<file path="config.mk">
export PLATFORM = sky130hd
export DESIGN_NAME = shift_add_multiplier
export DESIGN_NICKNAME = d
export VERILOG_FILES = /design/src/rtl/shift_add_multiplier_pkg.sv /design/src/rtl/full_adder.sv /design/src/rtl/ripple_carry_adder.sv /design/src/rtl/shift_add_multiplier.sv
export SDC_FILE = /design/constraint.sdc
export NUM_CORES = 1
export LEC_CHECK = 0
export CAP_MARGIN = 20
export CORE_UTILIZATION = 24
export CTS_CLUSTER_DIAMETER = 120
export DETAILED_ROUTE_END_ITERATION = 8
export GPL_TIMING_DRIVEN = 0
export PLACE_DENSITY = 0.44
export SYNTH_ARGS = -nofsm -noshare
export SYNTH_HDL_FRONTEND = slang
export SYNTH_SLANG_ARGS = --single-unit
</file>
<file path="constraint.sdc">
create_clock -name clk -period 6.8 [get_ports clk]
set_input_delay 1.7 -clock clk [delete_from_list [all_inputs] [get_ports clk]]
set_output_delay 1.7 -clock clk [all_outputs]
set_load 0.01 [all_outputs]
</file>
<file path="src/rtl/shift_add_multiplier_pkg.sv">
// Shared types and constants for the shift-and-add multiplier.
// Holds the controller state encoding and the default operand width.
package shift_add_multiplier_pkg;

  localparam int DEFAULT_WIDTH = 8;

  typedef enum logic [1:0] {
    IDLE = 2'd0,
    CALC = 2'd1,
    DONE = 2'd2
  } state_t;

endpackage

</file>
<file path="src/rtl/full_adder.sv">
// Single-bit full adder cell.
// Used as the building block of the ripple-carry adder.
module full_adder (
  input  logic a,
  input  logic b,
  input  logic cin,
  output logic sum,
  output logic cout
);

  assign sum  = a ^ b ^ cin;
  assign cout = (a & b) | (cin & (a ^ b));

endmodule

</file>
<file path="src/rtl/ripple_carry_adder.sv">
// Purely combinational WIDTH-bit adder built as a chain of full_adder cells.
// The carry-in is tied low and the carry-out is exposed.
module ripple_carry_adder #(
  parameter int WIDTH = shift_add_multiplier_pkg::DEFAULT_WIDTH
) (
  input  logic [WIDTH-1:0] a,
  input  logic [WIDTH-1:0] b,
  output logic [WIDTH-1:0] sum,
  output logic             cout
);

  logic [WIDTH:0] carry;

  assign carry[0] = 1'b0;

  for (genvar i = 0; i < WIDTH; i++) begin : g_bit
    full_adder u_fa (
      .a    (a[i]),
      .b    (b[i]),
      .cin  (carry[i]),
      .sum  (sum[i]),
      .cout (carry[i+1])
    );
  end

  assign cout = carry[WIDTH];

endmodule

</file>
<file path="src/rtl/shift_add_multiplier.sv">
// Sequential unsigned shift-and-add multiplier: one multiplier bit per cycle.
// Takes WIDTH CALC cycles per product, then pulses done for one cycle.
module shift_add_multiplier
  import shift_add_multiplier_pkg::*;
#(
  parameter int WIDTH = DEFAULT_WIDTH
) (
  input  logic               clk,
  input  logic               rst,
  input  logic               start,
  input  logic [WIDTH-1:0]   multiplicand,
  input  logic [WIDTH-1:0]   multiplier,
  output logic               busy,
  output logic               done,
  output logic [2*WIDTH-1:0] product
);

  localparam int CNT_W = $clog2(WIDTH + 1);

  state_t             state;
  state_t             state_nxt;
  logic [WIDTH-1:0]   mcand;
  logic [WIDTH-1:0]   mplier;
  logic [2*WIDTH-1:0] acc;
  logic [2*WIDTH-1:0] acc_nxt;
  logic [CNT_W-1:0]   cnt;
  logic [WIDTH-1:0]   addend;
  logic [WIDTH-1:0]   sum;
  logic               carry;
  logic               last;

  assign addend = mplier[0] ? mcand : '0;

  ripple_carry_adder #(.WIDTH(WIDTH)) u_adder (
    .a    (acc[2*WIDTH-1:WIDTH]),
    .b    (addend),
    .sum  (sum),
    .cout (carry)
  );

  // The carry re-enters at the top as the accumulator shifts right, so it is never dropped.
  assign acc_nxt = {carry, sum, acc[WIDTH-1:1]};
  assign last    = (cnt == CNT_W'(WIDTH - 1));

  always_comb begin
    state_nxt = state;
    busy      = 1'b0;
    done      = 1'b0;
    unique case (state)
      IDLE: if (start) state_nxt = CALC;
      CALC: begin
        busy = 1'b1;
        if (last) state_nxt = DONE;
      end
      DONE: begin
        done      = 1'b1;
        state_nxt = IDLE;
      end
      default: state_nxt = IDLE;
    endcase
  end

  always_ff @(posedge clk) begin
    if (rst) begin
      state   <= IDLE;
      mcand   <= '0;
      mplier  <= '0;
      acc     <= '0;
      cnt     <= '0;
      product <= '0;
    end else begin
      state <= state_nxt;
      if (state == IDLE && start) begin
        mcand  <= multiplicand;
        mplier <= multiplier;
        acc    <= '0;
        cnt    <= '0;
      end else if (state == CALC) begin
        acc    <= acc_nxt;
        mplier <= mplier >> 1;
        if (last) begin
          product <= acc_nxt;
          cnt     <= CNT_W'(WIDTH);
        end else begin
          cnt <= cnt + CNT_W'(1);
        end
      end
    end
  end

endmodule
</file>
== After elaboration in Yosys (flattened, before gate mapping) ==
Cells that the tools add are included.

* Register bits after elaboration: 54
* Output and inout bits: 18

* $add $sub $neg: 1
* Equality and inequality tests: 5
* Multiplexer cells: 9
* Bitwise gates (word level): 38
* Reductions and logical operators: 6

{| class="wikitable"
|+ Operators with widths
! kind !! number
|-
| $mux 8 || 3
|-
| $and 1x1->1 || 15
|-
| $xor 1x1->1 || 15
|-
| $or 1x1->1 || 7
|-
| $add 4x1->4 const B || 1
|-
| $eq 4x3->1 const B || 1
|-
| $mux 2 || 2
|-
| $mux 4 || 1
|-
| $ne 2x2->1 const B || 2
|-
| $pmux 2 s2 || 1
|-
| $reduce_and 3->1 || 1
|-
| $eq 2x1->1 const B || 1
|-
| $eq 2x2->1 const B || 1
|-
| $logic_not 2->1 || 1
|-
| $mux 1 || 2
|-
| $reduce_and 2->1 || 1
|-
| $reduce_bool 2->1 || 1
|-
| $reduce_or 2->1 || 1
|-
| $logic_and 1x1->1 || 1
|-
| $not 1->1 || 1
|}

== Longest topological paths before layout ==
Gate-level depths: netlist of the first run.

* Depth in word-level cells: 16
* Depth in mapped cells: 13
* Mapped depth without buffers: 13

== Modules after synthesis ==
A second synthesis of the first run with hierarchy kept.

* Cells, all modules: 237
* Area total of the unflattened synthesis: 2297.2 um2

{| class="wikitable"
|+ By module, submodules not included
! module !! instances !! cells an instance !! area each (um2)
|-
| shift_add_multiplier || 1 || 228 || 2133.3
|-
| full_adder || 8 || 1 || 20.0
|-
| ripple_carry_adder || 1 || 1 || 3.8
|}

== Worst setup path before layout of the first run ==
No wires, ideal clock.

* Kind: register -> register
* Start: reg mplier[0]
* End: reg acc[14]
* Library setup time: 0.086 ns
* Arrival: 3.407 ns
* Setup slack: 3.308 ns
* Cell stages (with the launch flop): 14
* Path through: dfxtp_1 and2_1 ha_1 inv_1 fa_1 inv_1 fa_1 fa_1 fa_1 fa_1 fa_1 inv_1 fa_1 a211oi_1

* Cells in the longest elaborated chain, start to end: 15
* Elaborated cells on any way between the ends: 28

{| class="wikitable"
|+ RTL lines
! item !! RTL line !! RTL
|-
| start, declared || shift_add_multiplier.sv:23 || <nowiki>logic [WIDTH-1:0] mplier;</nowiki>
|-
| start signal, assigned || shift_add_multiplier.sv:75 || <nowiki>mplier <= multiplier;</nowiki>
|-
| start signal, assigned || shift_add_multiplier.sv:80 || <nowiki>mplier <= mplier >> 1;</nowiki>
|-
| $mux 8 * || shift_add_multiplier.sv:32 || <nowiki>assign addend = mplier[0] ? mcand : '0;</nowiki>
|-
| $and 1x1->1 or $xor 1x1->1 (tied branches) || full_adder.sv:12 || <nowiki>assign cout = (a & b) | (cin & (a ^ b));</nowiki>
|-
| $and 1x1->1 || full_adder.sv:12 ||
|-
| $or 1x1->1 || full_adder.sv:12 ||
|-
| $and 1x1->1 || full_adder.sv:12 ||
|-
| $or 1x1->1 || full_adder.sv:12 ||
|-
| $and 1x1->1 || full_adder.sv:12 ||
|-
| $or 1x1->1 || full_adder.sv:12 ||
|-
| $and 1x1->1 || full_adder.sv:12 ||
|-
| $or 1x1->1 || full_adder.sv:12 ||
|-
| $and 1x1->1 || full_adder.sv:12 ||
|-
| $or 1x1->1 || full_adder.sv:12 ||
|-
| $and 1x1->1 || full_adder.sv:12 ||
|-
| $or 1x1->1 || full_adder.sv:12 ||
|-
| $xor 1x1->1 * || full_adder.sv:11 || <nowiki>assign sum = a ^ b ^ cin;</nowiki>
|-
| end signal, assigned || shift_add_multiplier.sv:79 || <nowiki>acc <= acc_nxt;</nowiki>
|-
| end, declared || shift_add_multiplier.sv:24 || <nowiki>logic [2*WIDTH-1:0] acc;</nowiki>
|}

Mark *: on every way between the ends. The rest lies on a longest branch, timed or not.
A chain may end at the register's enable or synchronous reset.

== Worst setup path in the final report of the first run ==
* Start: reg mplier[0]
* End: reg product[14]

* Cells in the longest elaborated chain, start to end: 15
* Elaborated cells on any way between the ends: 28

{| class="wikitable"
|+ RTL lines
! item !! RTL line !! RTL
|-
| $mux 8 * || shift_add_multiplier.sv:32 ||
|-
| $and 1x1->1 or $xor 1x1->1 (tied branches) || full_adder.sv:12 ||
|-
| $and 1x1->1 || full_adder.sv:12 ||
|-
| $or 1x1->1 || full_adder.sv:12 ||
|-
| $and 1x1->1 || full_adder.sv:12 ||
|-
| $or 1x1->1 || full_adder.sv:12 ||
|-
| $and 1x1->1 || full_adder.sv:12 ||
|-
| $or 1x1->1 || full_adder.sv:12 ||
|-
| $and 1x1->1 || full_adder.sv:12 ||
|-
| $or 1x1->1 || full_adder.sv:12 ||
|-
| $and 1x1->1 || full_adder.sv:12 ||
|-
| $or 1x1->1 || full_adder.sv:12 ||
|-
| $and 1x1->1 || full_adder.sv:12 ||
|-
| $or 1x1->1 || full_adder.sv:12 ||
|-
| $xor 1x1->1 * || full_adder.sv:11 ||
|-
| end signal, assigned || shift_add_multiplier.sv:82 || <nowiki>product <= acc_nxt;</nowiki>
|-
| end, declared || shift_add_multiplier.sv:15 || <nowiki>output logic [2*WIDTH-1:0] product</nowiki>
|}

Marked as above.

==> results.tsv, run 1 <==
metric	value	unit
global route overflow	0	
initial antenna violation count	0	
P&R area growth vs syn	24.9	%
Setup Viol. Count Final	0	
DR vias/cell	4.61	
synth cell count leaders	dfxtp_1, nand2_1, a21oi_1	
status	finished clean	
Die Y	99.1	um
ys async rst share	0	
Routed wire per std cell	14.1	um
DP HPWL	4.06	mm
Site Rows	35	
worst min-delay path category	reg -> reg	
kind of critical path	reg -> reg	
Synth area leader	dfxtp_1	
clock root buffer	clkbuf_8	
Max-cap violations	0	
Synth Cell Area	2260	um^2
CP required	7.02	ns
CP bufs+invs	3	
worst vdd ir	0.0727	mV
Slew @ Worst Pin	0.570	ns
Peak Freq	0.265	GHz
Initial DRT Pass Iterations	4	
Setup Skew	0.00949	ns
syn_nets	284	
share of cells above drive strength 1	0.108	
first-pass GRT wire length	9.49	mm
Most common cell on crit path	fa_1	
Critical Path End Type	flip-flop	
syn avg cell area	8.85	um^2
Tmin final	3.77	ns
top cells by area, synth	dfxtp_1, a21oi_1, fa_1	
final non-filler cell total	408	
CTS Buf Count	5	
synth warn	0	
Initial Util	0.246	
ant diodes	0	
count of pins over their slew limit	0	
Post-synth EDFFs	0	
pwr dens	199	nW/um^2
Synth cell types	34	
Seq cells post-synth	53	
hold_ws	0.465	ns
Nets	326	
count leader, synth	dfxtp_1	
critical path's largest stage delay	0.45	ns
Multi-input gate area	1070	um^2
Mapped Cells	256	
worst skew pair latency	0.31	ns
IO buf count	35	
Slew HR	0.620	
CP max FO	9	
Fill cells	1006	
Placed Cells	402	
worst path arrival time	3.99	ns
final wirelength	5.74	mm
kind of start point of the critical path	flip-flop	
DR iter-0 viols	70	
Final Wtd Congestion	0.722	
Primary FF master, synth	dfxtp_1	
hold_buf cts	0	
IO Pins	37	
Yosys top cell area share	0.469	
Final ANT Viol Nets	0	
RSZ-0062 raised after global routing	false	
CTS tree	built	
vias post-DR	1882	
DRC viols	0	
die area	9830	um^2
H-tree levels	2	
Worst-path clk slew	0.10	ns
highest-delay cell along the critical path	fa_1	
LEAKAGE	0.965	nW
Total GRT Usage	0.125	
Register Area	1060	um^2
vias in the first global route	1807	
Clock Path Buffers	2	
final hold vios	0	
setup TNS	0	ns
core area	9200	um^2
final worst-path cycle share	0.554	
CP top delay family	adder cells	
largest net degree at the start of global routing	15	
cells along the critical path	and2_1 -> ha_1 -> inv_1 -> fa_1 -> inv_1 -> fa_1 -> fa_1 -> fa_1 -> fa_1 -> fa_1 -> inv_1 -> fa_1 -> a211oi_1	
Sink Count	53	
Die W	99.1	um
utilization after layout	0.307	
sequential cell area fraction in the yosys report	0.469	
CTS resizes	0	
Post CTS Setup Buffer Count	0	
report_power, final:
part	total (mW)	internal, mW	switching, mW
sequential	0.327	0.320	0.00702
clock	0.172	0.0682	0.103
combinational	0.0640	0.0271	0.0369
total	0.562	0.415	0.147
cells by family (layout without fill, tap and decap cells):
logic type	after synthesis	after routing	synth area share
simple gates	80	80	0.163
flops	53	53	0.469
compound gates	86	86	0.233
xor+xnor	1	1	0.00387
fa+ha+maj	9	9	0.0729
buf+inv	27	68	0.0591
worst reg2reg max path, stage by stage (launching register included):
cell      delay, ns
dfxtp_1        0.39
and2_1         0.19
ha_1           0.18
inv_1          0.06
fa_1           0.15
inv_1          0.05
fa_1           0.37
fa_1           0.39
fa_1           0.39
fa_1           0.40
fa_1           0.37
inv_1          0.08
fa_1           0.45
a211oi_1       0.23
metrics by stage:
stage / power [mW] / instance area, um^2 / worst slack [ns]
after global placement: 0.399 / 2750 / 3.07
after detailed placement: 0.399 / 2750 / 3.02
after CTS: 0.572 / 2830 / 3.01
final: 0.562 / 2830 / 3.03
after floorplan: 0.372 / 2260 / 3.31
after global routing: 0.591 / 2830 / 2.88
registers in the layout, summed over array words and instances, names as in the netlist:
signal and flops:
product 16, acc 15, mplier 8, mcand 8, state 2, cnt 4
layout make-up:
cell class / instances / area share
multi-input cells: 176 / 0.378
flip-flops and latches: 53 / 0.375
repair buffers: 35 / 0.124
well taps: 111 / 0.0491
plain buffers: 19 / 0.0367
clock buffers: 5 / 0.0243
inverters: 8 / 0.0106
clock inverters: 1 / 0.00177
metal layers:
metal,vias up,global-route usage,share of wire
met4,0,0.0407,0.013
met5,-,0,0
li1,967,-,-
met3,7,0.0239,0.035
met2,36,0.187,0.43
met1,872,0.182,0.52
cell usage in the layout (no fill, tap or decap), types with 6 or more instances in the layout:
cell type	synthesis	layout
a211oi_1	14	14
nand2_1	37	37
a21oi_2	9	9
o22ai_1	7	7
fa_1	7	7
nand3_1	13	13
clkdlybuf4s50_1	0	35
dfxtp_1	53	53
a21oi_1	31	31
o21ai_0	21	21
buf_2	7	7
clkbuf_1	6	6
inv_1	6	6
and2_1	6	6
nor2_1	13	13
final timing paths:
path	startpoint	to	slack [ns]	depth (start not counted)
setup / recovery	mplier[0]	product[14]	3.03	13
hold / removal	acc[1]	acc[1]	0.47	2
setup reg to reg	mplier[0]	product[14]	3.03	13
hold reg to reg	acc[1]	acc[1]	0.47	2
No activity file was read; power rests on OpenSTA's default activity.
==> run 2, diff against run 1 <==
- PLACE_DENSITY: 0.44 -> 0.46
- clock period: 6.8 -> 3.2 ns (I/O delays scaled with it)
==> run 2 against run 1 <==
Net effect:
- the flow now finishes with violations (setup timing)
- clock power grew to 2.8 times the previous value
- clock-buffer cell count grew 2
- highest routed layer unchanged
- utilization grew 1.2 points
- first-iteration DRC count grew 2.9%
- die area is the same
- global-route usage grew 0.45 points
==> results.tsv, run 2 (synthesized netlist as in run 1, its figures left out) <==
metric	value	unit	change
worst vdd ir	0.188	mV	+160%
Nets	327		+0.31%
vias post-DR	1937		+2.9%
Largest regs	product x16, acc x15		
core area	9200	um^2	unchanged
pwr dens	450	nW/um^2	+130%
final hold vios	0		unchanged
LEAKAGE	0.978	nW	+1.4%
DP HPWL	4.08	mm	+0.55%
Most common cell on crit path	fa_2		
ant diodes	0		unchanged
Die Y	99.1	um	unchanged
Fill cells	1011		+0.50%
final worst-path cycle share	1.07		+0.518
Largest Register	product		
largest net degree at the start of global routing	16		+1
DR vias/cell	4.71		+2.2%
CP bufs+invs	3		unchanged
P&R area growth vs syn	29.6	%	
Setup Skew	0.00885	ns	-0.000645 ns
worst path arrival time	3.66	ns	-0.33 ns
RSZ-0062 raised after global routing	true		
utilization after layout	0.319		+0.0117
final non-filler cell total	411		+0.74%
Final Wtd Congestion	0.695		-3.7%
Routed wire per std cell	14.4	um	+2.7%
violated checks	setup timing		
Die W	99.1	um	unchanged
IO Pins	37		unchanged
Slew HR	0.566		-0.0543
CTS tree	built		
first-pass GRT wire length	9.93	mm	+4.6%
vias in the first global route	1910		+5.7%
CP top delay family	adder cells		
CP max FO	2		-7
most frequent cells in the layout	dfxtp_1, nand2_1, clkdlybuf4s50_1		
CTS Buf Count	5		unchanged
global route overflow	0		unchanged
Critical Path End Type	flip-flop		
Placed Cells	402		unchanged
Peak Freq	0.291	GHz	+9.8%
critical path's largest stage delay	0.45	ns	about the same
Clock Path Buffers	2		unchanged
Site Rows	35		unchanged
DRC viols	0		unchanged
Initial DRT Pass Iterations	4		unchanged
highest-delay cell along the critical path	fa_2		
kind of start point of the critical path	flip-flop		
Setup Viol. Count Final	2		+2
Worst-path clk slew	0.10	ns	about the same
Final WS setup	-0.232	ns	-3.26 ns
worst min-delay path category	reg -> reg		
die area	9830	um^2	unchanged
Tmin final	3.43	ns	-0.336 ns
worst skew pair latency	0.31	ns	about the same
status	finished, violations left		
Slew @ Worst Pin	0.651	ns	+0.0814 ns
clock root buffer	clkbuf_8		
CP required	3.43	ns	-3.59 ns
DR iter-0 viols	72		+2.9%
cells along the critical path	and2_4 -> ha_4 -> inv_2 -> fa_2 -> inv_2 -> fa_2 -> fa_2 -> fa_2 -> fa_2 -> fa_2 -> inv_2 -> fa_2 -> a211oi_2		
max reg flops	16		unchanged
Sink Count	53		unchanged
Initial Util	0.246		unchanged
Max-cap violations	0		unchanged
kind of critical path	reg -> reg		
Total GRT Usage	0.130		+0.00449
initial antenna violation count	0		unchanged
commonest non-fill, non-tap cell in the layout	dfxtp_1		
count of pins over their slew limit	0		unchanged
H-tree levels	2		unchanged
IO buf count	35		unchanged
final wirelength	5.93	mm	+3.4%
Final ANT Viol Nets	0		unchanged
share of cells above drive strength 1	0.173		+0.0656
run 2: cell count changes in the layout (fill, tap and decap cells not counted), moves of 2 or more:
cell | before | now
fa_1 | 7 | 0
fa_2 | 0 | 7
inv_1 | 6 | 3
inv_2 | 1 | 4
a211oi_1 | 14 | 12
a211oi_2 | 0 | 2
run 2: cell type report:
cell class | instances | area (um^2) | area share
Multi-Input combinational cell | 176 | 1120 | 0.383
Sequential cell | 53 | 1060 | 0.363
Timing Repair Buffer | 36 | 358 | 0.122
Tap cell | 111 | 139 | 0.0473
Buffer | 19 | 104 | 0.0354
Clock buffer | 7 | 86.3 | 0.0294
Clock inverter | 1 | 30.0 | 0.0102
Inverter | 8 | 30.0 | 0.0102
run 2: worst paths after layout:
path | start | to | slack, ns | depth (start not counted)
worst min-delay path | acc[1] | acc[1] | 0.46 | 2
worst min register to register | acc[1] | acc[1] | 0.46 | 2
worst max-delay path | mplier[0] | product[14] | -0.23 | 13
worst max register to register | mplier[0] | product[14] | -0.23 | 13
run 2: per-layer routing:
metal  wire length [um]  vias to the layer above  GRT usage
met5                  0                        -          0
met4                 67                        0     0.0339
met3                199                        7     0.0288
met2               2570                       36      0.205
met1               3090                      923      0.179
li1                   -                      971          -
run 2: worst register-to-register path, stage by stage (launching register included):
cell	delay, ns
dfxtp_4	0.36
and2_4	0.15
ha_4	0.15
inv_2	0.04
fa_2	0.18
inv_2	0.04
fa_2	0.33
fa_2	0.35
fa_2	0.37
fa_2	0.35
fa_2	0.34
inv_2	0.06
fa_2	0.45
a211oi_2	0.18
run 2: power by group:
group	internal [mW]	total, mW	switching, mW	leakage [nW]
Sequential	0.680	0.693	0.0135	0.431
Clock	0.256	0.481	0.226	0.0585
Combinational	0.0612	0.145	0.0840	0.488
run 2: through the flow:
step | setup TNS (ns) | power (mW) | setup WS (ns) | hold WS, ns | area [um^2]
floorplan | -0.270 | 0.791 | -0.135 | 0.437 | 2280
global placement | -0.579 | 0.848 | -0.295 | 0.452 | 2770
detailed placement | -0.691 | 0.849 | -0.333 | 0.454 | 2770
CTS | -0.514 | 1.33 | -0.265 | 0.468 | 2920
global route | -0.807 | 1.38 | -0.333 | 0.489 | 2940
finish | -0.446 | 1.32 | -0.232 | 0.465 | 2940
run 2: what timing repair did:
action	4_1_cts	5_1_grt
hold buffers	0	0
gates cloned	0	0
setup endpoints to repair	3	6
setup buffers	1	0
pin swaps	5	3
endpoints found under the hold margin	0	0
resized for setup	8	5
